**config.mk**
```make
export PLATFORM = sky130hd
export DESIGN_NAME = hs_peri_axi_regbank_flat
export DESIGN_NICKNAME = d
export VERILOG_FILES = /design/src/rtl/hs_peri_axi_regbank_if.sv /design/src/rtl/hs_peri_axi_regbank.sv /design/src/flat_wrapper.sv
export SDC_FILE = /design/constraint.sdc
export NUM_CORES = 2
export LEC_CHECK = 0
export ABC_AREA = 0
export BUFFER_PORTS_ARGS = -buffer_cell sky130_fd_sc_hd__buf_2
export CORE_AREA = 5 5 495 497
export CTS_BUF_LIST = sky130_fd_sc_hd__clkbuf_4
export CTS_CLUSTER_DIAMETER = 150
export DETAILED_ROUTE_END_ITERATION = 16
export DIE_AREA = 0 0 500 502
export GPL_TIMING_DRIVEN = 0
export PLACE_DENSITY = 0.42
export SLEW_MARGIN = 25
export SYNTH_ARGS = -nofsm -noshare
export SYNTH_HDL_FRONTEND = slang
export SYNTH_SLANG_ARGS = --single-unit
```
**constraint.sdc**
```tcl
create_clock -name acr_clk -period 85.6 [get_ports acr_clk]
set_input_delay 12.84 -clock acr_clk [delete_from_list [all_inputs] [get_ports acr_clk]]
set_output_delay 12.84 -clock acr_clk [all_outputs]
set_load 0.05 [all_outputs]
```
**src/rtl/hs_peri_axi_regbank_if.sv**
```systemverilog
// AXI slave port bundle for the high-speed peripheral register bank.
// Channels grouped by handshake; clock and reset stay outside.
interface hs_peri_axi_regbank_if #(
  parameter int DATA_W = 64,
  parameter int ADDR_W = 32,
  parameter int ID_W   = 8
);
  localparam int BYTES = DATA_W / 8;

  logic [ID_W-1:0]   awid;
  logic [ADDR_W-1:0] awaddr;
  logic [3:0]        awlen;
  logic [2:0]        awsize;
  logic [1:0]        awburst;
  logic              awvalid;
  logic              awready;

  logic [DATA_W-1:0] wdata;
  logic [BYTES-1:0]  wstrb;
  logic              wlast;
  logic              wvalid;
  logic              wready;

  logic [ID_W-1:0]   bid;
  logic [1:0]        bresp;
  logic              bvalid;
  logic              bready;

  logic [ID_W-1:0]   arid;
  logic [ADDR_W-1:0] araddr;
  logic [3:0]        arlen;
  logic [2:0]        arsize;
  logic [1:0]        arburst;
  logic              arvalid;
  logic              arready;

  logic [ID_W-1:0]   rid;
  logic [DATA_W-1:0] rdata;
  logic [1:0]        rresp;
  logic              rlast;
  logic              rvalid;
  logic              rready;

  modport master (
    output awid, awaddr, awlen, awsize, awburst, awvalid,
    input  awready,
    output wdata, wstrb, wlast, wvalid,
    input  wready,
    input  bid, bresp, bvalid,
    output bready,
    output arid, araddr, arlen, arsize, arburst, arvalid,
    input  arready,
    input  rid, rdata, rresp, rlast, rvalid,
    output rready
  );

  modport slave (
    input  awid, awaddr, awlen, awsize, awburst, awvalid,
    output awready,
    input  wdata, wstrb, wlast, wvalid,
    output wready,
    output bid, bresp, bvalid,
    input  bready,
    input  arid, araddr, arlen, arsize, arburst, arvalid,
    output arready,
    output rid, rdata, rresp, rlast, rvalid,
    input  rready
  );
endinterface

```
**src/rtl/hs_peri_axi_regbank.sv**
```systemverilog
// Parametrised AXI slave register bank with independent read/write paths.
// Registers are exported flat on reg_q for peripheral control logic.
module hs_peri_axi_regbank #(
  parameter int                 DATA_W    = 64,
  parameter int                 ADDR_W    = 32,
  parameter int                 ID_W      = 8,
  parameter int                 NUM_REGS  = 16,
  parameter logic [ADDR_W-1:0]  BASE_ADDR = '0,
  parameter logic [DATA_W-1:0]  RESET_VAL = '0
) (
  input  logic                       acr_clk,
  input  logic                       acr_rst,
  hs_peri_axi_regbank_if.slave       axi,
  output logic [NUM_REGS*DATA_W-1:0] reg_q
);

  localparam int BYTES = DATA_W / 8;
  localparam int SZ    = $clog2(BYTES);
  localparam int IDX_W = (NUM_REGS > 1) ? $clog2(NUM_REGS) : 1;
  localparam logic [ADDR_W-1:0] SPAN = ADDR_W'(NUM_REGS * BYTES);
  localparam logic [ADDR_W-1:0] STEP = ADDR_W'(BYTES);

  localparam logic [1:0] OKAY   = 2'b00;
  localparam logic [1:0] SLVERR = 2'b10;
  localparam logic [1:0] DECERR = 2'b11;
  localparam logic [1:0] B_INCR = 2'b01;

  function automatic logic hit(input logic [ADDR_W-1:0] a);
    logic [ADDR_W-1:0] off;
    off = a - BASE_ADDR;
    return (a >= BASE_ADDR) && (off < SPAN);
  endfunction

  function automatic logic [IDX_W-1:0] idx(input logic [ADDR_W-1:0] a);
    logic [ADDR_W-1:0] off;
    off = a - BASE_ADDR;
    return off[SZ +: IDX_W];
  endfunction

  function automatic logic legal(input logic [1:0] b, input logic [2:0] s);
    return (b[1] == 1'b0) && (s == 3'(SZ));
  endfunction

  // Error codes are ordered so the larger one wins: DECERR > SLVERR > OKAY.
  function automatic logic [1:0] emax(input logic [1:0] a, input logic [1:0] b);
    return (a > b) ? a : b;
  endfunction

  logic [DATA_W-1:0] regs [NUM_REGS];

  // ---------------- write path ----------------
  typedef enum logic [1:0] {W_IDLE, W_DATA, W_RESP} w_state_t;
  w_state_t w_state, w_next;

  logic [ID_W-1:0]   w_id;
  logic [ADDR_W-1:0] w_addr;
  logic [3:0]        w_len, w_cnt;
  logic [2:0]        w_size;
  logic [1:0]        w_burst, w_err, beat_err;
  logic              aw_hs, w_hs, w_end, w_ok, w_in, w_we;
  logic [IDX_W-1:0]  w_idx;

  assign aw_hs = axi.awvalid && axi.awready;
  assign w_hs  = axi.wvalid && axi.wready;
  assign w_end = w_hs && (w_cnt == w_len);
  assign w_ok  = legal(w_burst, w_size);
  assign w_in  = hit(w_addr);
  assign w_we  = w_hs && w_ok && w_in;
  assign w_idx = idx(w_addr);

  always_comb begin
    beat_err = OKAY;
    if (!w_ok) beat_err = SLVERR;
    if (axi.wlast != (w_cnt == w_len)) beat_err = SLVERR;
    if (!w_in) beat_err = DECERR;
  end

  always_ff @(posedge acr_clk or posedge acr_rst)
    if (acr_rst) w_state <= W_IDLE;
    else         w_state <= w_next;

  always_comb begin
    w_next      = w_state;
    axi.awready = 1'b0;
    axi.wready  = 1'b0;
    axi.bvalid  = 1'b0;
    unique case (w_state)
      W_IDLE: begin
        axi.awready = !acr_rst;
        if (aw_hs) w_next = W_DATA;
      end
      W_DATA: begin
        axi.wready = 1'b1;
        if (w_end) w_next = W_RESP;
      end
      W_RESP: begin
        axi.bvalid = 1'b1;
        if (axi.bready) w_next = W_IDLE;
      end
      default: w_next = W_IDLE;
    endcase
  end

  always_ff @(posedge acr_clk or posedge acr_rst)
    if (acr_rst) begin
      w_id    <= '0;
      w_addr  <= '0;
      w_len   <= '0;
      w_size  <= '0;
      w_burst <= '0;
      w_cnt   <= '0;
      w_err   <= OKAY;
    end else if (aw_hs) begin
      w_id    <= axi.awid;
      w_addr  <= axi.awaddr;
      w_len   <= axi.awlen;
      w_size  <= axi.awsize;
      w_burst <= axi.awburst;
      w_cnt   <= '0;
      w_err   <= OKAY;
    end else if (w_hs) begin
      w_cnt <= w_cnt + 4'd1;
      w_err <= emax(w_err, beat_err);
      if (w_burst == B_INCR) w_addr <= w_addr + STEP;
    end

  assign axi.bid   = w_id;
  assign axi.bresp = w_err;

  always_ff @(posedge acr_clk or posedge acr_rst)
    if (acr_rst) begin
      for (int i = 0; i < NUM_REGS; i++) regs[i] <= RESET_VAL;
    end else if (w_we) begin
      for (int b = 0; b < BYTES; b++)
        if (axi.wstrb[b]) regs[w_idx][8*b +: 8] <= axi.wdata[8*b +: 8];
    end

  for (genvar g = 0; g < NUM_REGS; g++) begin : g_q
    assign reg_q[g*DATA_W +: DATA_W] = regs[g];
  end

  // ---------------- read path ----------------
  typedef enum logic {R_IDLE, R_DATA} r_state_t;
  r_state_t r_state, r_next;

  logic [ID_W-1:0]   r_id;
  logic [ADDR_W-1:0] r_addr, ld_addr;
  logic [3:0]        r_len, r_cnt;
  logic [1:0]        r_burst, ld_resp, rresp_q;
  logic              r_ok, ld_ok, ld_last, ld_hit;
  logic              ar_hs, r_hs, r_step, r_done;
  logic              rvalid_q, rlast_q;
  logic [DATA_W-1:0] ld_data, rdata_q;
  logic [IDX_W-1:0]  ld_idx;

  assign ar_hs  = axi.arvalid && axi.arready;
  assign r_hs   = rvalid_q && axi.rready;
  assign r_step = r_hs && !rlast_q;
  assign r_done = r_hs && rlast_q;

  // Beat loader: beat 0 from the AR channel, later beats from the latched burst.
  always_comb begin
    if (r_state == R_IDLE) begin
      ld_addr = axi.araddr;
      ld_ok   = legal(axi.arburst, axi.arsize);
      ld_last = (axi.arlen == 4'd0);
    end else begin
      ld_addr = (r_burst == B_INCR) ? r_addr + STEP : r_addr;
      ld_ok   = r_ok;
      ld_last = ((r_cnt + 4'd1) == r_len);
    end
    ld_hit  = hit(ld_addr);
    ld_idx  = ld_hit ? idx(ld_addr) : '0;
    ld_data = '0;
    ld_resp = OKAY;
    if (!ld_ok) ld_resp = SLVERR;
    else if (!ld_hit) ld_resp = DECERR;
    else ld_data = regs[ld_idx];
  end

  always_ff @(posedge acr_clk or posedge acr_rst)
    if (acr_rst) r_state <= R_IDLE;
    else         r_state <= r_next;

  always_comb begin
    r_next      = r_state;
    axi.arready = 1'b0;
    unique case (r_state)
      R_IDLE: begin
        axi.arready = !acr_rst;
        if (ar_hs) r_next = R_DATA;
      end
      R_DATA: if (r_done) r_next = R_IDLE;
      default: r_next = R_IDLE;
    endcase
  end

  always_ff @(posedge acr_clk or posedge acr_rst)
    if (acr_rst) begin
      r_id     <= '0;
      r_addr   <= '0;
      r_len    <= '0;
      r_cnt    <= '0;
      r_burst  <= '0;
      r_ok     <= 1'b0;
      rvalid_q <= 1'b0;
      rdata_q  <= '0;
      rresp_q  <= OKAY;
      rlast_q  <= 1'b0;
    end else if (ar_hs) begin
      r_id     <= axi.arid;
      r_addr   <= axi.araddr;
      r_len    <= axi.arlen;
      r_cnt    <= '0;
      r_burst  <= axi.arburst;
      r_ok     <= ld_ok;
      rvalid_q <= 1'b1;
      rdata_q  <= ld_data;
      rresp_q  <= ld_resp;
      rlast_q  <= ld_last;
    end else if (r_step) begin
      r_addr  <= ld_addr;
      r_cnt   <= r_cnt + 4'd1;
      rdata_q <= ld_data;
      rresp_q <= ld_resp;
      rlast_q <= ld_last;
    end else if (r_done) begin
      rvalid_q <= 1'b0;
    end

  assign axi.rid    = r_id;
  assign axi.rdata  = rdata_q;
  assign axi.rresp  = rresp_q;
  assign axi.rlast  = rlast_q;
  assign axi.rvalid = rvalid_q;

endmodule

```
**src/flat_wrapper.sv**
```systemverilog
// flat-port wrapper written by rule: the top's interface ports become plain ports
module hs_peri_axi_regbank_flat 
#(
  parameter int                 DATA_W    = 64,
  parameter int                 ADDR_W    = 32,
  parameter int                 ID_W      = 8,
  parameter int                 NUM_REGS  = 16,
  parameter logic [ADDR_W-1:0]  BASE_ADDR = '0,
  parameter logic [DATA_W-1:0]  RESET_VAL = '0
)
  (acr_clk, acr_rst, reg_q, axi_awid, axi_awaddr, axi_awlen, axi_awsize, axi_awburst, axi_awvalid, axi_awready, axi_wdata, axi_wstrb, axi_wlast, axi_wvalid, axi_wready, axi_bid, axi_bresp, axi_bvalid, axi_bready, axi_arid, axi_araddr, axi_arlen, axi_arsize, axi_arburst, axi_arvalid, axi_arready, axi_rid, axi_rdata, axi_rresp, axi_rlast, axi_rvalid, axi_rready);
  hs_peri_axi_regbank_if #(.DATA_W(DATA_W), .ADDR_W(ADDR_W), .ID_W(ID_W)) axi_i ();
  input  logic acr_clk;
  input  logic acr_rst;
  output logic [NUM_REGS*DATA_W-1:0] reg_q;
  input wire logic [$bits(axi_i.awid)-1:0] axi_awid;
  input wire logic [$bits(axi_i.awaddr)-1:0] axi_awaddr;
  input wire logic [$bits(axi_i.awlen)-1:0] axi_awlen;
  input wire logic [$bits(axi_i.awsize)-1:0] axi_awsize;
  input wire logic [$bits(axi_i.awburst)-1:0] axi_awburst;
  input wire logic [$bits(axi_i.awvalid)-1:0] axi_awvalid;
  output wire logic [$bits(axi_i.awready)-1:0] axi_awready;
  input wire logic [$bits(axi_i.wdata)-1:0] axi_wdata;
  input wire logic [$bits(axi_i.wstrb)-1:0] axi_wstrb;
  input wire logic [$bits(axi_i.wlast)-1:0] axi_wlast;
  input wire logic [$bits(axi_i.wvalid)-1:0] axi_wvalid;
  output wire logic [$bits(axi_i.wready)-1:0] axi_wready;
  output wire logic [$bits(axi_i.bid)-1:0] axi_bid;
  output wire logic [$bits(axi_i.bresp)-1:0] axi_bresp;
  output wire logic [$bits(axi_i.bvalid)-1:0] axi_bvalid;
  input wire logic [$bits(axi_i.bready)-1:0] axi_bready;
  input wire logic [$bits(axi_i.arid)-1:0] axi_arid;
  input wire logic [$bits(axi_i.araddr)-1:0] axi_araddr;
  input wire logic [$bits(axi_i.arlen)-1:0] axi_arlen;
  input wire logic [$bits(axi_i.arsize)-1:0] axi_arsize;
  input wire logic [$bits(axi_i.arburst)-1:0] axi_arburst;
  input wire logic [$bits(axi_i.arvalid)-1:0] axi_arvalid;
  output wire logic [$bits(axi_i.arready)-1:0] axi_arready;
  output wire logic [$bits(axi_i.rid)-1:0] axi_rid;
  output wire logic [$bits(axi_i.rdata)-1:0] axi_rdata;
  output wire logic [$bits(axi_i.rresp)-1:0] axi_rresp;
  output wire logic [$bits(axi_i.rlast)-1:0] axi_rlast;
  output wire logic [$bits(axi_i.rvalid)-1:0] axi_rvalid;
  input wire logic [$bits(axi_i.rready)-1:0] axi_rready;
  assign axi_i.awid = axi_awid;
  assign axi_i.awaddr = axi_awaddr;
  assign axi_i.awlen = axi_awlen;
  assign axi_i.awsize = axi_awsize;
  assign axi_i.awburst = axi_awburst;
  assign axi_i.awvalid = axi_awvalid;
  assign axi_awready = axi_i.awready;
  assign axi_i.wdata = axi_wdata;
  assign axi_i.wstrb = axi_wstrb;
  assign axi_i.wlast = axi_wlast;
  assign axi_i.wvalid = axi_wvalid;
  assign axi_wready = axi_i.wready;
  assign axi_bid = axi_i.bid;
  assign axi_bresp = axi_i.bresp;
  assign axi_bvalid = axi_i.bvalid;
  assign axi_i.bready = axi_bready;
  assign axi_i.arid = axi_arid;
  assign axi_i.araddr = axi_araddr;
  assign axi_i.arlen = axi_arlen;
  assign axi_i.arsize = axi_arsize;
  assign axi_i.arburst = axi_arburst;
  assign axi_i.arvalid = axi_arvalid;
  assign axi_arready = axi_i.arready;
  assign axi_rid = axi_i.rid;
  assign axi_rdata = axi_i.rdata;
  assign axi_rresp = axi_i.rresp;
  assign axi_rlast = axi_i.rlast;
  assign axi_rvalid = axi_i.rvalid;
  assign axi_i.rready = axi_rready;
  hs_peri_axi_regbank #(.DATA_W(DATA_W), .ADDR_W(ADDR_W), .ID_W(ID_W), .NUM_REGS(NUM_REGS), .BASE_ADDR(BASE_ADDR), .RESET_VAL(RESET_VAL)) u_core (.acr_clk(acr_clk), .acr_rst(acr_rst), .axi(axi_i), .reg_q(reg_q));
endmodule
```
==> impl_metrics.yaml <==
sta:
  fin_crit_ns: 26.95
  hold_violations: 0
  setup_viol: 0
  slew-limit-headroom_pct: 20.0
  fin_crit_sh_pct: 31.5
  setup-tns-final_ns: 0
  rsz0062_at_grt: "no"
  max_freq_mhz: 37.1
  hold_ws_ns: 0.476
  tightest_slew_ns: 1.20
  clock_skew_ns: 0.119
  slew_viol_final: 0
global_route:
  grt_pass1_wl_mm: 457
  grt_pass1_vias: 49500
  grt_overflow: 0
  grtUsageTotal_pct: 26.6
  antenna_found_initial: 71
  grt_max_degree: 90
critical_path:
  cp_slowest_cell: "nor3_1"
  setup.worst_path.start: "acr_rst"
  r2r-start: "u_core.r_burst[0]$_DFFE_PP0P_"
  crit_buf_inv: 2
  worstRegToRegCells: 14
  worst-path-max-fanout: 3
  endpoint_kind: "primary output"
  worstPathArrival_ns: 14.11
  cp_num_cells: 3
  slowest_delay_ns: 0.65
  path_cells: "buf_2 > nor3_1 > buf_2"
  required_ns: 72.76
  worstSetupPathType: "input port to primary output"
  r2r_end: "u_core.axi.rdata[17]$_DFFE_PP0P_"
  start_kind: "input port"
  critPathTopFamily: "simple AND/OR/NAND/NOR gates"
  regToRegSetupSlack_ns: 79.36
  timing.critical_path.mode_cell: "buf_2"
  endpoint: "axi_awready"
cts:
  tritoncts: "built"
  insertion_delay_ns: 1.41
  ctsResizeCount: 0
  numCtsBuffers: 376
  clock_path_buffers: 4
  holdBufCountCts: 0
  cts-root-buf: "clkbuf_4"
  htree_levels: 5
  cts.sink_count: 1195
  path_clk_slew_ns: 0.05
  post_cts_buffers: 0
floorplan:
  core_area_um2: 240000
  die_area_um2: 251000
  start_util_pct: 23.6
  rows: 180
  die_h_um: 502
  io_pins: 1292
  dieWidth_um: 500
route:
  routed_via_density: 5.06
  wire_per_inst_um: 36.0
  via_count: 48700
  drtIter0Drc: 3831
  drc: 0
  drtAntennaViolNets: 0
  drtPass1Iterations: 5
  wirelength_mm: 346
pwr:
  p_sw_mw: 0.699
  seqPwrFrac_pct: 35.9
  combinationalPowerShare_pct: 31.6
  p_clk_share_pct: 32.5
  p_leak_nw: 37.3
  switching_share_pct: 40.9
  p_per_area_nw_per_um2: 23.6
  ir_drop_mv: 0.0156
  p_int_mw: 1.01
placed_design:
  port-buffer-count: 1285
  dp_hpwl_mm: 279
  gp_congestion: 0.902
yosys:
  ys_ff_latch: 1195
  syn_avg_cell_area_um2: 12.6
  yosysMostFrequentCell: "dfrtp_1"
  synth_area_leaders: "dfrtp_1 53%, mux2_2 23%, nand2_1 3.3%, mux4_2 2.6%, a41oi_2 1.8%"
  synthTopCellsByCount: "1195 x dfrtp_1, 1148 x mux2_2, 501 x nand2_1"
  yosysTopAreaCell: "dfrtp_1"
  synthFlopType: "dfrtp_1"
  synth_edf_count: 0
  ys_async_sr_fraction_pct: 100
  yosysWarningCount: 0
  netlist_area_um2: 56500
  synth_cell_type_count: 71
  ys_seq_area_share_pct: 52.9
  synth.top_cell.area_share_pct: 52.9
  syn-num-nets: 4662
  synthCells: 4475
final_layout:
  seq_area_um2: 29900
  area_delta_synth_final_pct: 28.4
  drive_gt1_share_pct: 51.1
  multi_input_area_um2: 25300
  n_fill_cell: 25200
  nets: 6377
  final_util_pct: 30.3
run:
  maxCapViolCount: 0
min_path:
  hold_class: "flop to flop"
run_status:
  status: "complete, no violations"
power groups by stage:
stage / clock network [mW] / logic [mW] / registers, mW
floorplan: 0 / 0.236 / 0.634
finish: 0.555 / 0.541 / 0.614
global route: 0.602 / 0.565 / 0.616
global placement: 0 / 0.510 / 0.624
CTS: 0.573 / 0.548 / 0.612
detailed placement: 0 / 0.547 / 0.622
cell type report:
| class | count | area share (%) |
|---|---|---|
| antenna | 33 | 0.114 |
| clock buffer | 518 | 5.36 |
| sequential | 1195 | 41.2 |
| inverter | 11 | 0.0672 |
| clock inverter | 72 | 0.481 |
| buffer | 321 | 1.93 |
| multi-input combinational | 2948 | 34.8 |
| timing repair buffer | 1337 | 10.5 |
| tap | 3185 | 5.49 |
worst min path at each step:
| stage | depth (start not counted) | slack, ns | from | endpoint |
|---|---|---|---|---|
| final | 2 | 0.48 | u_core.axi.rid[4]$_DFFE_PP0P_ | u_core.axi.rid[4]$_DFFE_PP0P_ |
| after global routing | 2 | 0.49 | u_core.axi.rid[3]$_DFFE_PP0P_ | u_core.axi.rid[3]$_DFFE_PP0P_ |
| after detailed placement | 2 | 0.46 | u_core.axi.bid[7]$_DFFE_PP0P_ | u_core.axi.bid[7]$_DFFE_PP0P_ |
| after floorplan | 2 | 0.45 | u_core.w_size[1]$_DFFE_PP0P_ | u_core.w_size[1]$_DFFE_PP0P_ |
| after CTS | 2 | 0.48 | u_core.axi.rid[4]$_DFFE_PP0P_ | u_core.axi.rid[4]$_DFFE_PP0P_ |
| after global placement | 2 | 0.46 | u_core.axi.rid[5]$_DFFE_PP0P_ | u_core.axi.rid[5]$_DFFE_PP0P_ |
cells by family after synthesis:
kind of cell,Yosys count,synth area share [%]
fa+ha+maj,9,0.199
buf+inv,332,2.43
compound gates,607,8.71
flops,1195,52.9
mux,1292,26.9
xor+xnor,39,0.605
simple gates,1001,8.27
registers in the layout, indices dropped and copies added, names as in the netlist, 3 cells and up:
register and count:
u_core.r_len 4, u_core.axi.rid 8, u_core.w_cnt 4, u_core.r_cnt 4, u_core.axi.bid 8, u_core.w_len 4
u_core.w_size 3, u_core.axi.rdata 64, u_core.r_addr 29, u_core.reg_q 1024, u_core.w_addr 29
per-stage QoR:
stage	total power [mW]	worst slack, ns	cells	cell area [um^2]
5_1_grt	1.78	58.67	9608	72500
3_5_place_dp	1.17	58.72	8997	68200
4_1_cts	1.73	58.71	9587	72500
2_1_floorplan	0.870	39.10	4475	56500
3_3_place_gp	1.13	21.57	8945	66900
6_report	1.71	58.65	9620	72600
routing by layer:
metal	vias up	GRT usage, %	wire (um)
met1	25600	33.5	142000
met2	2406	40.9	154000
li1	20200	-	-
met3	510	9.94	34400
met4	6	11.3	15400
met5	-	0	45
worst register-to-register path, delay by kind of cell (launching register included):
kind | cells | cell delay, ns
DFF | 1 | 0.50
buffers and inverters | 4 | 1.75
AOI/OAI and AO/OA | 3 | 0.66
xor gates and xnor gates | 1 | 0.19
and+or+nand+nor | 6 | 2.95
cells in the final DEF, fill, tap and decap left out, types with 10 or more instances in the layout:
master,instances
a211oi_1,66
a21oi_1,93
a221o_1,77
a31oi_1,11
a41oi_2,63
and2_1,21
and3_1,84
buf_12,10
buf_16,33
buf_2,1328
buf_6,13
clkbuf_1,212
clkbuf_2,42
clkbuf_4,521
clkinv_1,56
dfrtp_1,1195
diode_2,33
inv_1,10
mux2_2,1148
mux2i_1,72
mux4_2,64
nand2_1,498
nand2b_1,64
nand3_1,99
nand4_1,17
nor2_1,125
nor3_1,15
nor4_1,17
o211ai_1,67
o21ai_0,63
o22ai_1,69
o31a_1,64
xnor2_1,19
xor2_1,20
Note: power is estimated with default switching activity, not from simulation.
